### src/rtl/uart_tx_fifo_drain.sv
// ---------------------------------------------------------------------------
// uart_tx_fifo_drain
//
// UART transmit engine at the reader end of the TX FIFO. It pops one word
// at a time (active-low fifo_rdb strobe), waits out the FIFO read latency,
// then serialises the word onto tx:
//   start bit, 7 or 8 data bits LSB first, optional parity, one stop bit.
// Each bit is OVERSAMPLE baud_en pulses long.
//
// When the FIFO still holds data at the end of a stop bit, the next pop is
// issued in that same cycle. Frames then follow each other with only
// FIFO_RD_LAT idle-high clocks between them.
//
// Optional build macro: UART_TX_BREAK_EN
//   When defined, the tx_break input is added. While tx_break=1:
//     - tx is held low;
//     - the current frame still runs to completion internally;
//     - no new pop is issued.
//
// Ports:
//   CLK         system clock, rising edge
//   RESET_N     asynchronous active-low reset
//   baud_en     one-CLK pulse at 16x bit rate
//   bit8        1 = 8 data bits, 0 = 7 data bits (word bit 7 ignored)
//   parity_en   1 = append parity bit
//   odd_n_even  1 = odd parity, 0 = even parity
//   fifo_empty  TX FIFO empty flag
//   fifo_data   TX FIFO read data
//   tx_break    (UART_TX_BREAK_EN only) force line low / hold off pops
//   fifo_rdb    active-low pop strobe to the FIFO
//   tx          serial line, idle high
//   tx_busy     high from the pop until the end of the stop bit
//   tx_done     one-CLK pulse at the end of each stop bit
// ---------------------------------------------------------------------------
module uart_tx_fifo_drain #(
  parameter int FIFO_RD_LAT = 2,
  parameter int OVERSAMPLE  = 16
) (
  input  logic       CLK,
  input  logic       RESET_N,
  input  logic       baud_en,
  input  logic       bit8,
  input  logic       parity_en,
  input  logic       odd_n_even,
  input  logic       fifo_empty,
  input  logic [7:0] fifo_data,
`ifdef UART_TX_BREAK_EN
  input  logic       tx_break,
`endif
  output logic       fifo_rdb,
  output logic       tx,
  output logic       tx_busy,
  output logic       tx_done
);

  localparam int WW = (FIFO_RD_LAT > 1) ? $clog2(FIFO_RD_LAT) : 1;

  typedef enum logic [2:0] {
    S_IDLE   = 3'd0,
    S_WAIT   = 3'd1,
    S_START  = 3'd2,
    S_DATA   = 3'd3,
    S_PARITY = 3'd4,
    S_STOP   = 3'd5
  } state_t;

  state_t          state, state_next;
  logic [WW-1:0]   wait_cnt;
  logic [3:0]      tick;
  logic [2:0]      bit_cnt;
  logic [7:0]      shift_reg;
  logic            parity_acc;
  logic            cfg_bit8;
  logic            cfg_parity;
  logic            cfg_odd;

  logic            brk;
  logic            in_bit;
  logic            bit_end;
  logic            load;
  logic            tx_fsm;

`ifdef UART_TX_BREAK_EN
  assign brk = tx_break;
`else
  assign brk = 1'b0;
`endif

  // The tick counter only runs while a bit is on the line; in IDLE/WAIT it
  // is held at 0 so that START always begins a full bit period.
  assign in_bit  = (state == S_START) || (state == S_DATA) ||
                   (state == S_PARITY) || (state == S_STOP);
  assign bit_end = in_bit && baud_en && (tick == 4'(OVERSAMPLE - 1));

  // ---------------------------------------------------------------------
  // Next-state and outputs
  // ---------------------------------------------------------------------
  always_comb begin
    state_next = state;
    fifo_rdb   = 1'b1;
    tx_done    = 1'b0;
    tx_fsm     = 1'b1;
    load       = 1'b0;

    case (state)
      S_IDLE: begin
        // Pop is combinational on !fifo_empty, so it can never fire on an
        // empty FIFO. Leaving IDLE at once also keeps it to a single cycle.
        if (!fifo_empty && !brk) begin
          fifo_rdb   = 1'b0;
          state_next = S_WAIT;
        end
      end

      S_WAIT: begin
        if (wait_cnt == WW'(FIFO_RD_LAT - 1)) begin
          load       = 1'b1;
          state_next = S_START;
        end
      end

      S_START: begin
        tx_fsm = 1'b0;
        if (bit_end) begin
          state_next = S_DATA;
        end
      end

      S_DATA: begin
        tx_fsm = shift_reg[0];
        if (bit_end && (bit_cnt == (cfg_bit8 ? 3'd7 : 3'd6))) begin
          state_next = cfg_parity ? S_PARITY : S_STOP;
        end
      end

      S_PARITY: begin
        tx_fsm = parity_acc ^ cfg_odd;
        if (bit_end) begin
          state_next = S_STOP;
        end
      end

      S_STOP: begin
        tx_fsm = 1'b1;
        if (bit_end) begin
          tx_done = 1'b1;
          // Chain straight into the next word when one is waiting.
          if (!fifo_empty && !brk) begin
            fifo_rdb   = 1'b0;
            state_next = S_WAIT;
          end else begin
            state_next = S_IDLE;
          end
        end
      end

      default: begin
        tx_fsm     = 1'b1;
        state_next = S_IDLE;
      end
    endcase
  end

  // The line is decoded from state, so an asynchronous reset to IDLE
  // returns tx high immediately.
  assign tx      = brk ? 1'b0 : tx_fsm;
  assign tx_busy = (state == S_WAIT) || in_bit;

  // ---------------------------------------------------------------------
  // State register
  // ---------------------------------------------------------------------
  always_ff @(posedge CLK or negedge RESET_N) begin
    if (!RESET_N) begin
      state <= S_IDLE;
    end else begin
      state <= state_next;
    end
  end

  // ---------------------------------------------------------------------
  // Counters and datapath
  // ---------------------------------------------------------------------
  always_ff @(posedge CLK or negedge RESET_N) begin
    if (!RESET_N) begin
      wait_cnt   <= '0;
      tick       <= '0;
      bit_cnt    <= '0;
      shift_reg  <= '0;
      parity_acc <= 1'b0;
      cfg_bit8   <= 1'b0;
      cfg_parity <= 1'b0;
      cfg_odd    <= 1'b0;
    end else begin
      // FIFO read latency counter
      if (state == S_WAIT) begin
        wait_cnt <= wait_cnt + 1'b1;
      end else begin
        wait_cnt <= '0;
      end

      // Oversample tick counter
      if (in_bit) begin
        if (baud_en) begin
          tick <= bit_end ? 4'd0 : tick + 4'd1;
        end
      end else begin
        tick <= '0;
      end

      // Word capture: the FIFO output is valid in the last WAIT cycle.
      // Frame format is frozen here, so later config changes cannot
      // corrupt a frame already in flight.
      if (load) begin
        shift_reg  <= fifo_data;
        bit_cnt    <= '0;
        parity_acc <= 1'b0;
        cfg_bit8   <= bit8;
        cfg_parity <= parity_en;
        cfg_odd    <= odd_n_even;
      end else if ((state == S_DATA) && bit_end) begin
        shift_reg  <= {1'b0, shift_reg[7:1]};
        parity_acc <= parity_acc ^ shift_reg[0];
        bit_cnt    <= bit_cnt + 3'd1;
      end
    end
  end

endmodule

### config.mk
export PLATFORM = sky130hd
export DESIGN_NAME = uart_tx_fifo_drain
export DESIGN_NICKNAME = d
export VERILOG_FILES = /design/src/rtl/uart_tx_fifo_drain.sv
export SDC_FILE = /design/constraint.sdc
export NUM_CORES = 1
export LEC_CHECK = 0
export BUFFER_PORTS_ARGS = -buffer_cell sky130_fd_sc_hd__buf_2
export CORE_UTILIZATION = 55
export DETAILED_ROUTE_END_ITERATION = 6
export HOLD_SLACK_MARGIN = 0.15
export PLACE_DENSITY_LB_ADDON = 0.1
export SYNTH_ARGS = -nofsm -noshare
export SYNTH_HDL_FRONTEND = slang
export SYNTH_SLANG_ARGS = --single-unit
### constraint.sdc
create_clock -name CLK -period 2.42 [get_ports CLK]
set_input_delay 0.484 -clock CLK [delete_from_list [all_inputs] [get_ports CLK]]
set_output_delay 0.484 -clock CLK [all_outputs]
set_load 0.005 [all_outputs]
## Word-level counts from Yosys, hierarchy flattened

Index checks and enable logic that the tools add are counted.

- Input bits: 15
- Register bits after elaboration: 23
- Output and inout port bits: 4

- $add $sub $neg: 3
- Equality and inequality tests: 14
- Bitwise logic cells: 2
- Reduce and logical (&&, ||, !) cells: 11
- Mux-type cells: 28

Operator list:

| operator | number |
|---|---|
| 2-to-1 mux 3 bit | 8 |
| one-hot mux 3 bit (6 select lines) | 1 |
| 2-to-1 mux 8 bit | 2 |
| 2-to-1 mux 1 bit | 12 |
| 2-to-1 mux 4 bit | 3 |
| != test 2 bit, second input constant | 6 |
| == test 3 x 2 -> 1 bit, second input constant | 2 |
| == test 3 bit, second input constant | 2 |
| AND reduction 6 bit | 1 |
| adder 4 x 1 -> 4 bit, second input constant | 1 |
| == test 4 bit, second input constant | 1 |
| logical AND 1 bit | 4 |
| logical OR 1 bit | 4 |
| adder 3 x 1 -> 3 bit, second input constant | 1 |
| == test 3 x 1 -> 1 bit, second input constant | 1 |
| == test 3 bit | 1 |
| zero test 3 bit | 1 |
| one-hot mux 1 bit (3 select lines) | 1 |
| != test 2 x 1 -> 1 bit, second input constant | 1 |
| one-hot mux 1 bit (2 select lines) | 1 |
| nonzero test 2 bit | 1 |
| XOR 1 bit | 2 |
| adder 1 bit, second input constant | 1 |

## Longest topological paths before layout

- Depth after elaboration: 9
- Depth in mapped cells: 7
- Depth with buffers taken out: 6

## Worst setup path before layout

No wires, ideal clock.

- Path type: reg-to-output
- Start point: reg tick[0]
- End point: out fifo_rdb
- Required time: 1.936 ns
- Setup slack: 0.623 ns
- Stages on the path, launching flop included: 8
- Arrival time: 1.313 ns
- Buffers on the path: 1
- Cell sequence: dfrtp_1 -> ha_1 -> and4_4 -> and2_4 -> buf_6 -> nand2_1 -> mux2i_1 -> nand2_1

- Word-level cells in the longest chain between the ends: 4

Ends and longest elaborated chain:

| what | line | source |
|---|---|---|
| from (decl) | 69 | `logic [3:0] tick;` |
| from (signal assigned) | 204 | `tick <= bit_end ? 4'd0 : tick + 4'd1;` |
| == test 4 bit | 93 | `assign bit_end = in_bit && baud_en && (tick == 4'(OVERSAMPLE - 1));` |
| logical AND 1 bit | 93 |  |
| 2-to-1 mux 1 bit | 145 | `if (bit_end) begin` |
| one-hot mux 1 bit (2 select lines) | 105 | `case (state)` |
| to (decl) | 50 | `output logic fifo_rdb,` |

Every way passes these cells.

## Worst setup path in the final report

- Start point: reg tick[1]
- End point: out fifo_rdb

Same word-level chain as after synthesis.

==> impl_metrics.ini <==
[route]
drt_first_pass_iters = 4
routedWlPerCell_um = 12.7
dr.first_iter.drc_count = 18
wirelength_um = 2320
antenna_left = 0
route.detailed.drc = 0
num_vias = 987
routed_via_density = 5.39

[critical_path]
critical_path_class = reg -> out
cp_max_fo = 8
cp.buffers_inverters = 1
start_kind = flip-flop
cp_data_required_time_ns = 1.94
worstPathArrival_ns = 1.78
cp_cell_sequence = ha_2 > and4_4 > and2_4 > nand2_1 > mux2i_1 > nand2_1 > buf_2
crit_top_cell = nand2_1
cp_slowest_cell = dfrtp_1
endpoint_kind = output pin
critPathTopFamily = simple AND/OR/NAND/NOR gates
worst_path_largest_cell_delay_ns = 0.41

[pwr]
clkPwrFrac = 0.118
p_switching_uw = 548
leakage_nw = 0.683
p_sw_frac = 0.372
powerDensity_mw_per_mm2 = 1030
vdd_drop_max_mv = 0.659
comb_power_share = 0.437
power_frac_seq = 0.445
power.internal_uw = 924

[sta]
final_hold_viol_count = 0
finalCriticalPeriod_ns = 2.26
grt_setup_unrepaired = no
tns_ns = 0
maxSlewViolCount = 0
tightest_slew_ns = 0.501
fmax_ghz = 0.442
period_share = 0.936
finalSetupViolations = 0
relSlewSlack = 0.666
fin_skew_ns = 0.00480

[grt]
grt.overflow.total = 0
grt_first_pass_wirelength_um = 3970
globalRouteTotalUtil = 0.208
antenna_found_initial = 0
grt_pass1_vias = 899
grt_max_degree = 24

[floorplan]
initial_core_util = 0.581
core_area_sq_mm = 0.00221
dieArea_sq_mm = 0.00254
rows = 17
die_h_um = 50.4
die_x_um = 50.4
ioPinCount = 19

[synth]
syn_area_per_cell_sq_um = 9.53
syn_nets = 153
ys_seq_area_frac = 0.447
synthCells = 135
synth_seq_cells = 23
yosys_warnings = 0
synth_cell_types = 40
synth_area_sq_mm = 0.00129

[clocking]
cts_buffer_depth = 2
clockRootBuffer = clkbuf_4
h-tree-depth = 1
cts_tree = yes
clkLatencyLatePin_ns = 0.31
clkTransAtPathRegs_ns = 0.12
cts.sinks = 23
cts_buffers = 3

[final_layout]
diodes = 0
fin_area_sq_mm = 0.00143
area_growth_pct = 10.9
final_common_cell = dfrtp_1
num-nets-final = 174
drive_gt1_frac = 0.239
multi_input_area_sq_um = 648
mostFrequentLayoutCells = dfrtp_1, nand2_1, buf_2, nor2_1, a21oi_1
fillers = 201
seq_area_sq_um = 576
largest_register_ffs = 8

[place]
gp_congestion = 0.848
placed_area_sq_mm = 0.00138
io_buffer_count = 18
place_hpwl_um = 1710

[worst_hold_path]
hp-class = in -> reg

[flow_run]
drv_cap = 0

[outcome]
outcome = finished clean
final cells by class:
cell class                      count  share of cell area
Timing Repair Buffer               23              0.0912
Multi-Input combinational cell    102               0.454
Inverter                            3             0.00789
Clock buffer                        4              0.0184
Tap cell                           28              0.0246
Sequential cell                    23               0.404
power by group through the flow:
stage | clock network, mW | registers (mW) | logic [mW]
floorplan | 0 | 0.636 | 0.502
global placement | 0 | 0.654 | 0.601
detailed placement | 0 | 0.668 | 0.624
CTS | 0.184 | 0.660 | 0.628
global route | 0.194 | 0.671 | 0.728
finish | 0.174 | 0.655 | 0.643
cell families after synthesis:
family | after synthesis | synth area share
fa+ha+maj | 3 | 0.0292
simple gates | 60 | 0.234
compound gates | 28 | 0.158
buf+inv | 10 | 0.0506
flops | 23 | 0.447
xor+xnor | 5 | 0.0340
mux | 6 | 0.0467
worst min-delay path, delay by kind of cell:
family	cells	cell delay [ns]
AND/OR/NAND/NOR	2	0.08
buffers and inverters	1	0.07
synth_stat cells:
master / instances / area share
a21oi_1: 10 / 0.039
nor2b_1: 3 / 0.015
nor3b_1: 1 / 0.0058
and3b_1: 1 / 0.0068
o21ai_0: 4 / 0.016
o22ai_1: 3 / 0.015
a41o_2: 1 / 0.0088
o21a_1: 1 / 0.0058
nand4_1: 2 / 0.0097
o211a_1: 1 / 0.0078
and2b_1: 1 / 0.0058
nand2b_1: 2 / 0.0097
a32o_1: 1 / 0.0078
and4_4: 1 / 0.0088
nor2_1: 17 / 0.050
and2_4: 1 / 0.0068
or2_2: 1 / 0.0049
a21oi_2: 1 / 0.0068
nand4_2: 1 / 0.0097
o21bai_1: 1 / 0.0058
o21ai_2: 1 / 0.0068
mux2i_1: 6 / 0.047
ha_1: 3 / 0.029
nand2_2: 1 / 0.0049
buf_2: 4 / 0.016
or3_1: 1 / 0.0049
a311oi_1: 1 / 0.0068
o2bb2a_4: 1 / 0.016
o32ai_1: 1 / 0.0068
dfrtp_1: 23 / 0.45
inv_1: 3 / 0.0088
buf_6: 3 / 0.026
xor2_1: 4 / 0.027
nor3_1: 1 / 0.0039
xnor2_1: 1 / 0.0068
and2_1: 1 / 0.0049
nand3_2: 1 / 0.0078
nand3_1: 6 / 0.023
nand2_1: 18 / 0.053
a211oi_2: 1 / 0.0097
through the flow:
| step | cells | hold slack (ns) | power [mW] | setup slack [ns] | utilization |
|---|---|---|---|---|---|
| floorplan | 135 | 0.188 | 1.14 | 0.623 | - |
| global placement | 177 | 0.470 | 1.25 | 0.509 | 0.624 |
| detailed placement | 177 | 0.482 | 1.29 | 0.468 | 0.624 |
| CTS | 182 | 0.343 | 1.47 | 0.0987 | 0.640 |
| global route | 183 | 0.342 | 1.59 | 0.0200 | 0.645 |
| finish | 183 | 0.354 | 1.47 | 0.156 | 0.645 |
what timing repair did:
action                     4_1_cts  5_1_grt
setup endpoints to repair        0        1
resized for setup                0        1
setup buffers                    0        1
hold buffers                     1        0
hold endpoints to repair        23        0
per-layer routing:
layer	part of all wire	vias to the layer above	track usage
met4	0.0060	0	0.0694
li1	-	514	-
met3	0.020	2	0.0455
met5	0	-	0
met1	0.47	460	0.264
met2	0.50	11	0.351
worst paths after layout:
check	start	end	slack, ns	cells past startpoint
min in group asynchronous	RESET_N	state[1]	0.66	2
worst min-delay path	fifo_data[7]	shift_reg[7]	0.35	3
worst min register to register	cfg_bit8	cfg_bit8	0.51	2
worst max register to register	state[2]	shift_reg[1]	0.71	5
worst max-delay path	tick[1]	fifo_rdb	0.16	7
max in group asynchronous	RESET_N	tick[3]	1.42	2
Power figures use the tool's default switching activity.
